## src/rtl/branch_pred_pkg.sv

```systemverilog
// Shared types and constants for the bimodal branch predictor.
// Optional build macro: BRANCH_PREDICTOR_GSHARE_EN (see branch_predictor.sv).
package branch_pred_pkg;

  // RISC-V major opcodes relevant to control flow
  localparam logic [6:0] OPC_BRANCH = 7'b1100011;
  localparam logic [6:0] OPC_JAL    = 7'b1101111;
  localparam logic [6:0] OPC_JALR   = 7'b1100111;

  // 2-bit saturating counter and its named values
  typedef logic [1:0] ctr_t;
  localparam ctr_t SNT = 2'b00;
  localparam ctr_t WNT = 2'b01;
  localparam ctr_t WT  = 2'b10;
  localparam ctr_t ST  = 2'b11;

  // Widest supported table index; slots carry the index zero-extended to this
  localparam int unsigned IDX_MAX = 16;

  // One tracking-pipeline slot
  typedef struct packed {
    logic               valid;
    logic [IDX_MAX-1:0] idx;
    logic               pred;
  } slot_t;

  // Predictor control states
  typedef enum logic {
    S_INIT = 1'b0,
    S_RUN  = 1'b1
  } bp_state_t;

  // Conditional-branch decode; jumps are deliberately excluded
  function automatic logic is_cbranch(input logic [31:0] inst);
    return (inst[6:0] == OPC_BRANCH);
  endfunction

endpackage

```

## src/rtl/bp_sat_ctr.sv

```systemverilog
// Next-value logic for a 2-bit saturating up/down counter.
module bp_sat_ctr
  import branch_pred_pkg::*;
(
  input  ctr_t cur,
  input  logic up,
  output ctr_t nxt
);

  // Step toward the outcome, sticking at the ends instead of wrapping
  always_comb begin
    nxt = cur;
    if (up) begin
      if (cur == ST) nxt = ST;
      else           nxt = cur + 2'b01;
    end else begin
      if (cur == SNT) nxt = SNT;
      else            nxt = cur - 2'b01;
    end
  end

endmodule

```

## src/rtl/branch_predictor.sv

```systemverilog
// Bimodal branch predictor: a table of 2-bit counters indexed by fetch PC,
// with an ID/EX tracking pipeline so the resolved outcome trains the entry
// that produced the prediction. After reset the table is swept to INIT_CTR.
// Optional build macro: BRANCH_PREDICTOR_GSHARE_EN XORs a global history
// register into the index (gshare).
module branch_predictor
  import branch_pred_pkg::*;
#(
  parameter int unsigned IDX_BITS = 6,
  parameter ctr_t        INIT_CTR = 2'b01
)(
  input  logic        clk,
  input  logic        rst,
  input  logic [31:0] if_pc,
  input  logic [31:0] if_inst,
  input  logic        stall,
  input  logic [1:0]  flush,
  input  logic        ex_taken,
  output logic        prediction,
  output logic        ex_mispredict,
  output logic        ready
);

  localparam int unsigned ENTRIES = 1 << IDX_BITS;
  localparam logic [IDX_BITS-1:0] LAST_IDX = IDX_BITS'(ENTRIES - 1);

  ctr_t                table_r [ENTRIES];
  bp_state_t           state_r;
  bp_state_t           state_next;
  logic [IDX_BITS-1:0] ptr_r;
  slot_t               id_r;
  slot_t               ex_r;
  slot_t               id_next;
  slot_t               ex_next;

  logic                run;
  logic                init_we;
  logic                is_br;
  logic                upd_en;
  logic [IDX_BITS-1:0] pc_idx;
  logic [IDX_BITS-1:0] idx;
  logic [IDX_BITS-1:0] ex_idx;
  ctr_t                upd_val;

  assign pc_idx = if_pc[IDX_BITS+1:2];
  assign ex_idx = ex_r.idx[IDX_BITS-1:0];
  assign is_br  = is_cbranch(if_inst);
  assign upd_en = run & ex_r.valid & ~stall;

`ifdef BRANCH_PREDICTOR_GSHARE_EN
  logic [IDX_BITS-1:0] ghr;

  assign idx = pc_idx ^ ghr;

  // Global history: cleared by reset and the sweep, shifts in resolved outcomes
  always_ff @(posedge clk) begin
    if (rst)          ghr <= '0;
    else if (init_we) ghr <= '0;
    else if (upd_en)  ghr <= {ghr[IDX_BITS-2:0], ex_taken};
    else              ghr <= ghr;
  end
`else
  assign idx = pc_idx;
`endif

  // State register and sweep pointer
  always_ff @(posedge clk) begin
    if (rst) begin
      state_r <= S_INIT;
      ptr_r   <= '0;
    end else begin
      state_r <= state_next;
      if (state_r == S_INIT) ptr_r <= ptr_r + IDX_BITS'(1);
      else                   ptr_r <= ptr_r;
    end
  end

  // Next state: leave INIT once the last entry has been written
  always_comb begin
    state_next = state_r;
    case (state_r)
      S_INIT: begin
        if (ptr_r == LAST_IDX) state_next = S_RUN;
        else                   state_next = S_INIT;
      end
      S_RUN:   state_next = S_RUN;
      default: state_next = S_INIT;
    endcase
  end

  // State-decoded controls
  always_comb begin
    run     = 1'b0;
    init_we = 1'b0;
    case (state_r)
      S_INIT:  init_we = 1'b1;
      S_RUN:   run     = 1'b1;
      default: init_we = 1'b1;
    endcase
  end

  assign ready = run;

  // Same-cycle lookup; reads the stored value, no bypass from a pending update
  always_comb begin
    if (run && is_br) prediction = table_r[idx][1];
    else              prediction = 1'b0;
  end

  // Mispredict flag for the branch currently in EX
  always_comb begin
    if (run && ex_r.valid) ex_mispredict = (ex_r.pred != ex_taken);
    else                   ex_mispredict = 1'b0;
  end

  bp_sat_ctr u_sat_ctr (
    .cur (table_r[ex_idx]),
    .up  (ex_taken),
    .nxt (upd_val)
  );

  // Table writes: sweep in INIT, training in RUN (the two are exclusive)
  always_ff @(posedge clk) begin
    if (rst) begin
      table_r[ptr_r] <= table_r[ptr_r];
    end else if (init_we) begin
      table_r[ptr_r] <= INIT_CTR;
    end else if (upd_en) begin
      table_r[ex_idx] <= upd_val;
    end else begin
      table_r[ex_idx] <= table_r[ex_idx];
    end
  end

  // Slot advance (or hold on stall), then flush kills the new slot contents
  always_comb begin
    id_next = id_r;
    ex_next = ex_r;
    if (!stall) begin
      id_next.valid = is_br & run;
      id_next.idx   = IDX_MAX'(idx);
      id_next.pred  = prediction;
      ex_next       = id_r;
    end else begin
      id_next = id_r;
      ex_next = ex_r;
    end
    if (flush[1]) id_next.valid = 1'b0;
    else          id_next.valid = id_next.valid;
    if (flush[0]) ex_next.valid = 1'b0;
    else          ex_next.valid = ex_next.valid;
  end

  // Tracking pipeline registers
  always_ff @(posedge clk) begin
    if (rst) begin
      id_r <= '0;
      ex_r <= '0;
    end else begin
      id_r <= id_next;
      ex_r <= ex_next;
    end
  end

  // Bits of the ports and slot not used by this configuration
  logic unused_bits;
  assign unused_bits = ^{if_inst[31:7], if_pc[31:IDX_BITS+2], if_pc[1:0],
                         ex_r.idx[IDX_MAX-1:IDX_BITS]};

endmodule

```

## config.mk

```make
export PLATFORM = sky130hd
export DESIGN_NAME = branch_predictor
export DESIGN_NICKNAME = d
export VERILOG_FILES = /design/src/rtl/branch_pred_pkg.sv /design/src/rtl/bp_sat_ctr.sv /design/src/rtl/branch_predictor.sv
export SDC_FILE = /design/constraint.sdc
export NUM_CORES = 1
export LEC_CHECK = 0
export CORE_UTILIZATION = 25
export DETAILED_ROUTE_END_ITERATION = 10
export DONT_BUFFER_PORTS = 1
export GPL_ROUTABILITY_DRIVEN = 0
export GPL_TIMING_DRIVEN = 0
export REMOVE_ABC_BUFFERS = 1
export SYNTH_ARGS = -nofsm -noshare
export SYNTH_HDL_FRONTEND = slang
export SYNTH_SLANG_ARGS = --single-unit
```

## constraint.sdc

```tcl
create_clock -name clk -period 4.93 [get_ports clk]
set_clock_uncertainty 0.1 [all_clocks]
set_input_delay 0.493 -clock clk [delete_from_list [all_inputs] [get_ports clk]]
set_output_delay 0.493 -clock clk [all_outputs]
set_load 0.03 [all_outputs]
```

# Word-level counts from Yosys, hierarchy flattened
# Memories as Yosys holds them, arrays and structs flattened. A register that Yosys moved wholly into a read port is not among the register bits.
# Cells that the tools add are included.
dict set report word_totals {
  out_inout_bits 3
  elab_cells 59
  n_memories 1
  ram_bits 128
  regBits 23
  input_bits 70
}
dict set report classes {
  eq_ne 5
  bitwise_logic 7
  addsub 3
  n_reduce_logical 7
  muxes 28
}
# memory words word_bits rd rd_ports_with_merged_regs write_ports line
set mem_list {}
lappend mem_list {table_r 64 2 2 1 1 branch_predictor.sv:27} ;# ctr_t table_r [ENTRIES];
# cell count
set op_table {}
lappend op_table {{$mux 1} 18}
lappend op_table {{$mux 6} 3}
lappend op_table {{$mux 2} 6}
lappend op_table {{$eq 7x7->1 const B} 1}
lappend op_table {{$add 6x1->6 const B} 1}
lappend op_table {{$eq 6x6->1 const B} 1}
lappend op_table {{$reduce_or 2->1} 3}
lappend op_table {{$and 1x1->1} 3}
lappend op_table {{$add 2x1->2 const B} 1}
lappend op_table {{$eq 2x2->1 const B} 1}
lappend op_table {{$logic_and 1x1->1} 2}
lappend op_table {{$logic_not 2->1} 1}
lappend op_table {{$not 1->1} 2}
lappend op_table {{$or 1x1->1} 2}
lappend op_table {{$pmux 1 s2} 1}
lappend op_table {{$reduce_and 2->1} 1}
lappend op_table {{$sub 2x1->2 const B} 1}
lappend op_table {{$ne 0x0->1} 1}
lappend op_table {{$ne 1x1->1} 1}

# Logic depth before layout (Yosys ltp)
# Gate-level depths: netlist of the first run.
dict set report depth {
  word_depth 10
  ltp_mapped 10
  mapped_depth_nobuf 7
}

# Hierarchy
# A second synthesis of the first run with hierarchy kept.
dict set report unflattened {
  cells_unflattened 476
  hier_area_um2 7118.1
}
# mod cells_each area_per_inst_um2 n_inst seq_area_each_um2
set modules_own_cells {}
lappend modules_own_cells {branch_predictor 473 7091.8 1 4424.2}
lappend modules_own_cells {bp_sat_ctr 3 26.3 1 0.0}

# Worst setup path after synthesis of the first run
# OpenSTA, ideal clock, no wires.
dict set report synth_path {
  path_kind {register -> register}
  startpoint {register (tool-made name)}
  endpoint {memory table_r[0][1] in the netlist's numbering (data pin)}
  setup_slack_ps -143
  arrival_time_ps 4244
  setup_time_ps 729
  n_path_buf 3
  stages_incl_launch_ff 10
  synth_period_minus_slack_ps 5073
  required_time_ps 4101
  path_cell_list {dfxtp_1 -> buf_6 -> buf_4 -> buf_4 -> mux2i_1 -> a21oi_1 -> o311ai_0 -> o2111ai_1 -> nand4_1 -> o32ai_1}
}
# element line
set synth_lines {}
lappend synth_lines {{end, declared} branch_predictor.sv:27}

==> results of run 1 <==
## layout make-up
cell class | instances | share of cell area
Timing Repair Buffer | 6 | 0.0168
Clock buffer | 18 | 0.0525
Inverter | 7 | 0.00321
Multi-Input combinational cell | 308 | 0.316
Tap cell | 378 | 0.0578
Clock inverter | 13 | 0.0125
Sequential cell | 157 | 0.541
## cells in the mapped netlist, types with 5 or more instances
| master | n |
|---|---|
| inv_1 | 5 |
| nand2_1 | 30 |
| edfxtp_1 | 128 |
| dfxtp_1 | 29 |
| buf_2 | 6 |
| nor3_1 | 7 |
| o21ai_0 | 5 |
| nor2b_1 | 5 |
| nor2_1 | 98 |
| mux2i_1 | 34 |
| or3_1 | 6 |
| clkbuf_1 | 14 |
| a21oi_1 | 6 |
| mux4_1 | 7 |
| nand2b_1 | 6 |
| mux4_2 | 37 |
| nand3_1 | 11 |
## per-stage QoR
stage | util | TNS, ps
after floorplan | - | -62640
after global placement | 0.267 | -376920
after detailed placement | 0.273 | 0
after CTS | 0.292 | 0
after global routing | 0.292 | 0
final | 0.292 | 0
## registers in the layout (all words and copies together), names as in the netlist, named ones only
register  flops
id_r          8
state_r       1
ex_r          2
ptr_r         6
table_r     128
ex_idx        6
## kinds of logic (layout without fill, tap and decap cells)
group	count (synthesis)	after routing	share of synthesized area
and+or+nand+nor	180	180	0.113
AOI/OAI and AO/OA	40	40	0.0398
xor gates and xnor gates	5	5	0.00611
DFF	157	157	0.617
adders and majority gates	2	2	0.00331
buffers and inverters	36	44	0.0269
muxes	81	81	0.194
## worst max path at each step
stage	start	endpoint	slack (ps)	depth (start not counted)
floorplan	flop	table_r[0][1]	-980	7
global placement	flop	table_r[39][1]	-4780	7
detailed placement	flop	table_r[4][0]	1260	9
CTS	flop	table_r[14][0]	1240	9
global route	flop	table_r[15][0]	1110	9
finish	flop	table_r[14][0]	1220	9
## routing by layer
layer / GRT usage / part of all wire
met5: 0 / 0
met4: 0.0528 / 0.025
met3: 0.0341 / 0.058
met2: 0.185 / 0.47
met1: 0.160 / 0.45
## power by group
group / switching [W] / leakage, nW / internal [W] / total, W
Clock: 0.000519 / 0.242 / 0.000682 / 0.00120
Combinational: 0.0000599 / 0.830 / 0.0000605 / 0.000120
Sequential: 0.0000168 / 1.46 / 0.00142 / 0.00144
==> flow_metrics.env, run 1 <==
export IMPL_synth_seq_cells=157
export IMPL_post_cts_buffers=0
export IMPL_p_leak_nw=2.53
export IMPL_seq_area_um2=4430
export IMPL_clk_pin_slew_worst_paths_ps=60
export IMPL_slew_viol_final=0
export IMPL_via_per_inst=4.80
export IMPL_grt_max_degree=29
export IMPL_slowest_delay_ps=1020
export IMPL_maxCapViolCount=0
export IMPL_finalInstanceArea_um2=8180
export IMPL_drt_initial_drc_count=537
export IMPL_die_h_um=171
export IMPL_avgSynthCellArea_um2=14.3
export IMPL_crit_type="flop to flop"
export IMPL_remaining_drc_errors=0
export IMPL_synth_top_area_frac=0.536
export IMPL_ant_nets=0
export IMPL_avgRoutedWirePerCell_um=19.1
export IMPL_status="completed"
export IMPL_tightest_slew_ps=1070
export IMPL_timing_fmax_mhz=270
export IMPL_htreeDepth=4
export IMPL_cts_resized=0
export IMPL_cts_tree="built"
export IMPL_hold_viol_final=0
export IMPL_path_delay_family="flip-flops"
export IMPL_synth_edf_count=128
export IMPL_cts_sinks=157
export IMPL_clock_path_buffers=2
export IMPL_hpwl_um=11500
export IMPL_cts_root_buf="clkbuf_16"
export IMPL_start_util=0.256
export IMPL_rsz0062_at_grt="no"
export IMPL_end_kind="flop"
export IMPL_r2r_cells=9
export IMPL_num_antenna_cells=0
export IMPL_setup_viol_count_final=0
export IMPL_critical_path_arrival_ps=3880
export IMPL_final_common_cell="edfxtp_1"
export IMPL_hold_ws_ps=40.0
export IMPL_critPathLaunchType="flop"
export IMPL_cp_max_fo=28
export IMPL_drt_pre_antenna_iters=5
export IMPL_yosys_most_used_dff="edfxtp_1"
export IMPL_clk_latency_ps=430
export IMPL_path_buf_inv=2
export IMPL_synth_cells=501
export IMPL_portBuffers=0
export IMPL_cts_hold_buf=0
export IMPL_layout_common_cells="128 x edfxtp_1, 98 x nor2_1, 37 x mux4_2"
export IMPL_r2r_slack_ps=1220
export IMPL_crit_top_cell="buf_16"
export IMPL_hold_depth=1
export IMPL_worst_slack_ps=1220
export IMPL_yosysUniqueCellTypes=58
export IMPL_syn2layout_area_growth_pct=14.0
export IMPL_antenna_found_initial=0
export IMPL_place_area_um2=7640
export IMPL_reg2reg_to="table_r[14][0]"
export IMPL_layout_drive_gt1_share=0.163
export IMPL_path_cells="mux2_2 -> or3_1 -> a41oi_2 -> nand4_2 -> and2_4 -> maj3_2 -> o21ai_4 -> buf_16 -> buf_16"
export IMPL_num_nets_final=568
export IMPL_ys_warn_count=0
export IMPL_p_total_w=0.00276
export IMPL_grt_pass1_vias=4248
export IMPL_crit_required_ps=5100
export IMPL_postSynth_asyncResetShare=0
export IMPL_wirelength_um=17000
export IMPL_irDropWorstVdd_mv=0.180
export IMPL_ys_seq_area_frac=0.617
export IMPL_min_from="rst"
export IMPL_finalCritPeriodShare=0.752
export IMPL_min_path_type="input port to flop"
export IMPL_cts_buffers_inserted=17
export IMPL_critPathSlowestCell="dfxtp_1"
export IMPL_multiInputGateArea_um2=2580
export IMPL_synth_top_cell_by_area="edfxtp_1"
export IMPL_slew_headroom=0.288
export IMPL_holdPathEnd="id_r[3]"
export IMPL_design_die_area_um2=29400
export IMPL_nFillCells=2831
export IMPL_instances_no_fill=887
export IMPL_num_io_pins=73
export IMPL_netlist_area_um2=7170
export IMPL_dp_slack_ps=1260
export IMPL_ys_top_cells_by_area="edfxtp_1 54%, mux4_2 12%, dfxtp_1 8.1%"
export IMPL_finalCriticalPeriod_ps=3710
export IMPL_die_w_um=171
export IMPL_track_usage=0.121
export IMPL_num_rows=61
export IMPL_gr_total_overflow=0
export IMPL_fp_coreArea_um2=28000
export IMPL_via_count=4255
export IMPL_powerDensity_nw_per_um2=338
export IMPL_grt_first_pass_wirelength_um=25700
export IMPL_dpl_cell_count=856
(Power assumes the default switching activity.)
==> inputs of run 2 (changes only) <==
==> constraint.sdc (replaced) <==
create_clock -name clk -period 3 [get_ports clk]
set_clock_uncertainty 0.1 [all_clocks]
set_input_delay 0.3 -clock clk [delete_from_list [all_inputs] [get_ports clk]]
set_output_delay 0.3 -clock clk [all_outputs]
set_load 0.03 [all_outputs]
==> run 2 against run 1 <==
  * Clock-buffer cell count unchanged
  * Total power up 67%
  * Flip-flop and latch count unchanged
  * Critical path depth up 2
  * Fmax up 27%
  * Via count up 5.5%
  * Die area unchanged
  * Final cell count up 3.7%
  * Worst hold slack worse by 22 ps
  * Register-to-register slack worse by 1100 ps
  * Non-clock buffer count up 32
  * Critical path type unchanged
==> flow_metrics.env, run 2 (synthesized netlist as in run 1, its figures left out) <==
export IMPL_critical_path_arrival_ps=2980
export IMPL_grt_first_pass_wirelength_um=27100
export IMPL_min_from="stall"
export IMPL_path_buf_inv=5
export IMPL_finalCriticalPeriod_ps=2920
export IMPL_num_io_pins=73
export IMPL_wirelength_um=18200
export IMPL_slowest_delay_ps=600
export IMPL_design_die_area_um2=29400
export IMPL_antenna_found_initial=0
export IMPL_crit_type="flop to flop"
export IMPL_hold_viol_final=0
export IMPL_cts_buffers_inserted=17
export IMPL_drt_pre_antenna_iters=5
export IMPL_via_count=4489
export IMPL_ant_nets=0
export IMPL_nFillCells=2789
export IMPL_status="completed"
export IMPL_tns_ps=0
export IMPL_die_h_um=171
export IMPL_htreeDepth=4
export IMPL_track_usage=0.128
export IMPL_critPathLaunchType="flop"
export IMPL_grt_pass1_vias=4457
export IMPL_cts_sinks=157
export IMPL_final_common_cell="edfxtp_1"
export IMPL_tightest_slew_ps=899
export IMPL_num_antenna_cells=0
export IMPL_timing_fmax_mhz=343
export IMPL_r2r_slack_ps=80
export IMPL_crit_required_ps=3070
export IMPL_path_delay_family="buffers and inverters"
export IMPL_powerDensity_nw_per_um2=537
export IMPL_grt_max_degree=29
export IMPL_cp_num_cells=11
export IMPL_remaining_drc_errors=0
export IMPL_setup_viol_count_final=0
export IMPL_syn2layout_area_growth_pct=19.5
export IMPL_clock_path_buffers=2
export IMPL_slew_viol_final=0
export IMPL_cp_max_fo=23
export IMPL_finalCritPeriodShare=0.972
export IMPL_clk_latency_ps=430
export IMPL_final_util=0.306
export IMPL_gr_total_overflow=0
export IMPL_min_path_type="input port to flop"
export IMPL_cts_root_buf="clkbuf_16"
export IMPL_largest_register_ffs=128
export IMPL_p_total_w=0.00460
export IMPL_drt_initial_drc_count=438
export IMPL_r2r_cells=11
export IMPL_p_leak_nw=2.70
export IMPL_fp_coreArea_um2=28000
export IMPL_crit_top_cell="buf_4"
export IMPL_die_w_um=171
export IMPL_avgRoutedWirePerCell_um=19.8
export IMPL_portBuffers=0
export IMPL_layout_drive_gt1_share=0.201
export IMPL_maxCapViolCount=0
export IMPL_reg2reg_to="table_r[15][1]"
export IMPL_cts_tree="built"
export IMPL_regMostFlops="table_r"
export IMPL_num_nets_final=601
export IMPL_start_util=0.256
export IMPL_layout_common_cells="128 x edfxtp_1, 97 x nor2_1, 39 x mux4_2"
export IMPL_via_per_inst=4.88
export IMPL_place_area_um2=7640
export IMPL_num_rows=61
export IMPL_hpwl_um=11500
export IMPL_irDropWorstVdd_mv=0.300
export IMPL_clk_pin_slew_worst_paths_ps=60
export IMPL_reg_top3="table_r (128), id_r (8)"
export IMPL_end_kind="flop"
export IMPL_slew_headroom=0.398
export IMPL_critPathSlowestCell="mux4_1"
export IMPL_path_cells="buf_12 -> mux4_1 -> nand2b_1 -> o311ai_0 -> o2111ai_1 -> nand4_1 -> buf_4 -> buf_4 -> o32ai_4 -> buf_4 -> buf_16"
export IMPL_finalInstanceArea_um2=8570
export IMPL_endpoint="table_r[15][1]"
==> run 2: cell types whose count changed in the layout (fill, tap and decap cells not counted), sizes merged <==
cell and change:
o32ai +1, clkinv -1, clkbuf +3, bufbuf +1
buf +10, dlygate4sd3 +18, clkinvlp +1
==> run 2: worst register-to-register path: cells and delay by family (launching register included) <==
kind	cells	cell delay (ps)
buf+inv	5	820
mux	1	600
compound gates	3	350
flops	1	400
simple gates	2	380
==> run 2: how the worst min path moves through the flow <==
stage,cells after the start,endpoint
final,2,flop
after global routing,2,flop
after CTS,2,flop
after detailed placement,1,ptr_r[5]
after global placement,1,ptr_r[5]
after floorplan,1,ptr_r[5]
==> run 2: final cells by class <==
| cell class | instances | area, um2 | area share |
|---|---|---|---|
| Clock buffer | 18 | 429 | 0.0501 |
| Timing Repair Buffer | 38 | 478 | 0.0558 |
| Tap cell | 378 | 473 | 0.0552 |
| Multi-Input combinational cell | 309 | 2620 | 0.306 |
| Sequential cell | 157 | 4440 | 0.518 |
| Clock inverter | 13 | 103 | 0.0120 |
| Inverter | 7 | 30.0 | 0.00350 |
==> run 2: where the power goes <==
group | total (W) | switching (W) | internal (W)
registers | 0.00236 | 0.0000232 | 0.00234
logic | 0.000260 | 0.000127 | 0.000133
clock network | 0.00198 | 0.000860 | 0.00112
==> run 2: per-stage QoR <==
step                cells  hold WS (ps)  setup WS (ps)
finish                920          17.9           82.5
global route          920          39.8          -7.86
CTS                   915          11.4          -46.0
detailed placement    856           273           -669
global placement      850           274          -6710
floorplan             472           269          -2910
==> run 2: metal layers <==
metal / wire length (um) / track usage
met1: 7910 / 0.168
met2: 8530 / 0.199
met3: 1310 / 0.0359
met4: 470 / 0.0493
met5: 0 / 0
==> run 2: timing repair <==
item | 4_1_cts | 5_1_grt
pin swaps | 3 | 2
gates resized for setup | 5 | 12
setup buffers | 8 | 4
setup endpoints to repair | 128 | 213
hold buffers | 18 | 0
gates cloned | 2 | 2
endpoints found under the hold margin | 29 | 0
==> inputs of run 3 (changes only) <==
--- a/config.mk
+++ b/config.mk
@@ -11,6 +11,7 @@
 export GPL_ROUTABILITY_DRIVEN = 0
 export GPL_TIMING_DRIVEN = 0
 export REMOVE_ABC_BUFFERS = 1
+export SLEW_MARGIN = 0
 export SYNTH_ARGS = -nofsm -noshare
 export SYNTH_HDL_FRONTEND = slang
 export SYNTH_SLANG_ARGS = --single-unit
==> results of run 3 <==
No change in the layout: final DEF, timing and power equal those of run 2.
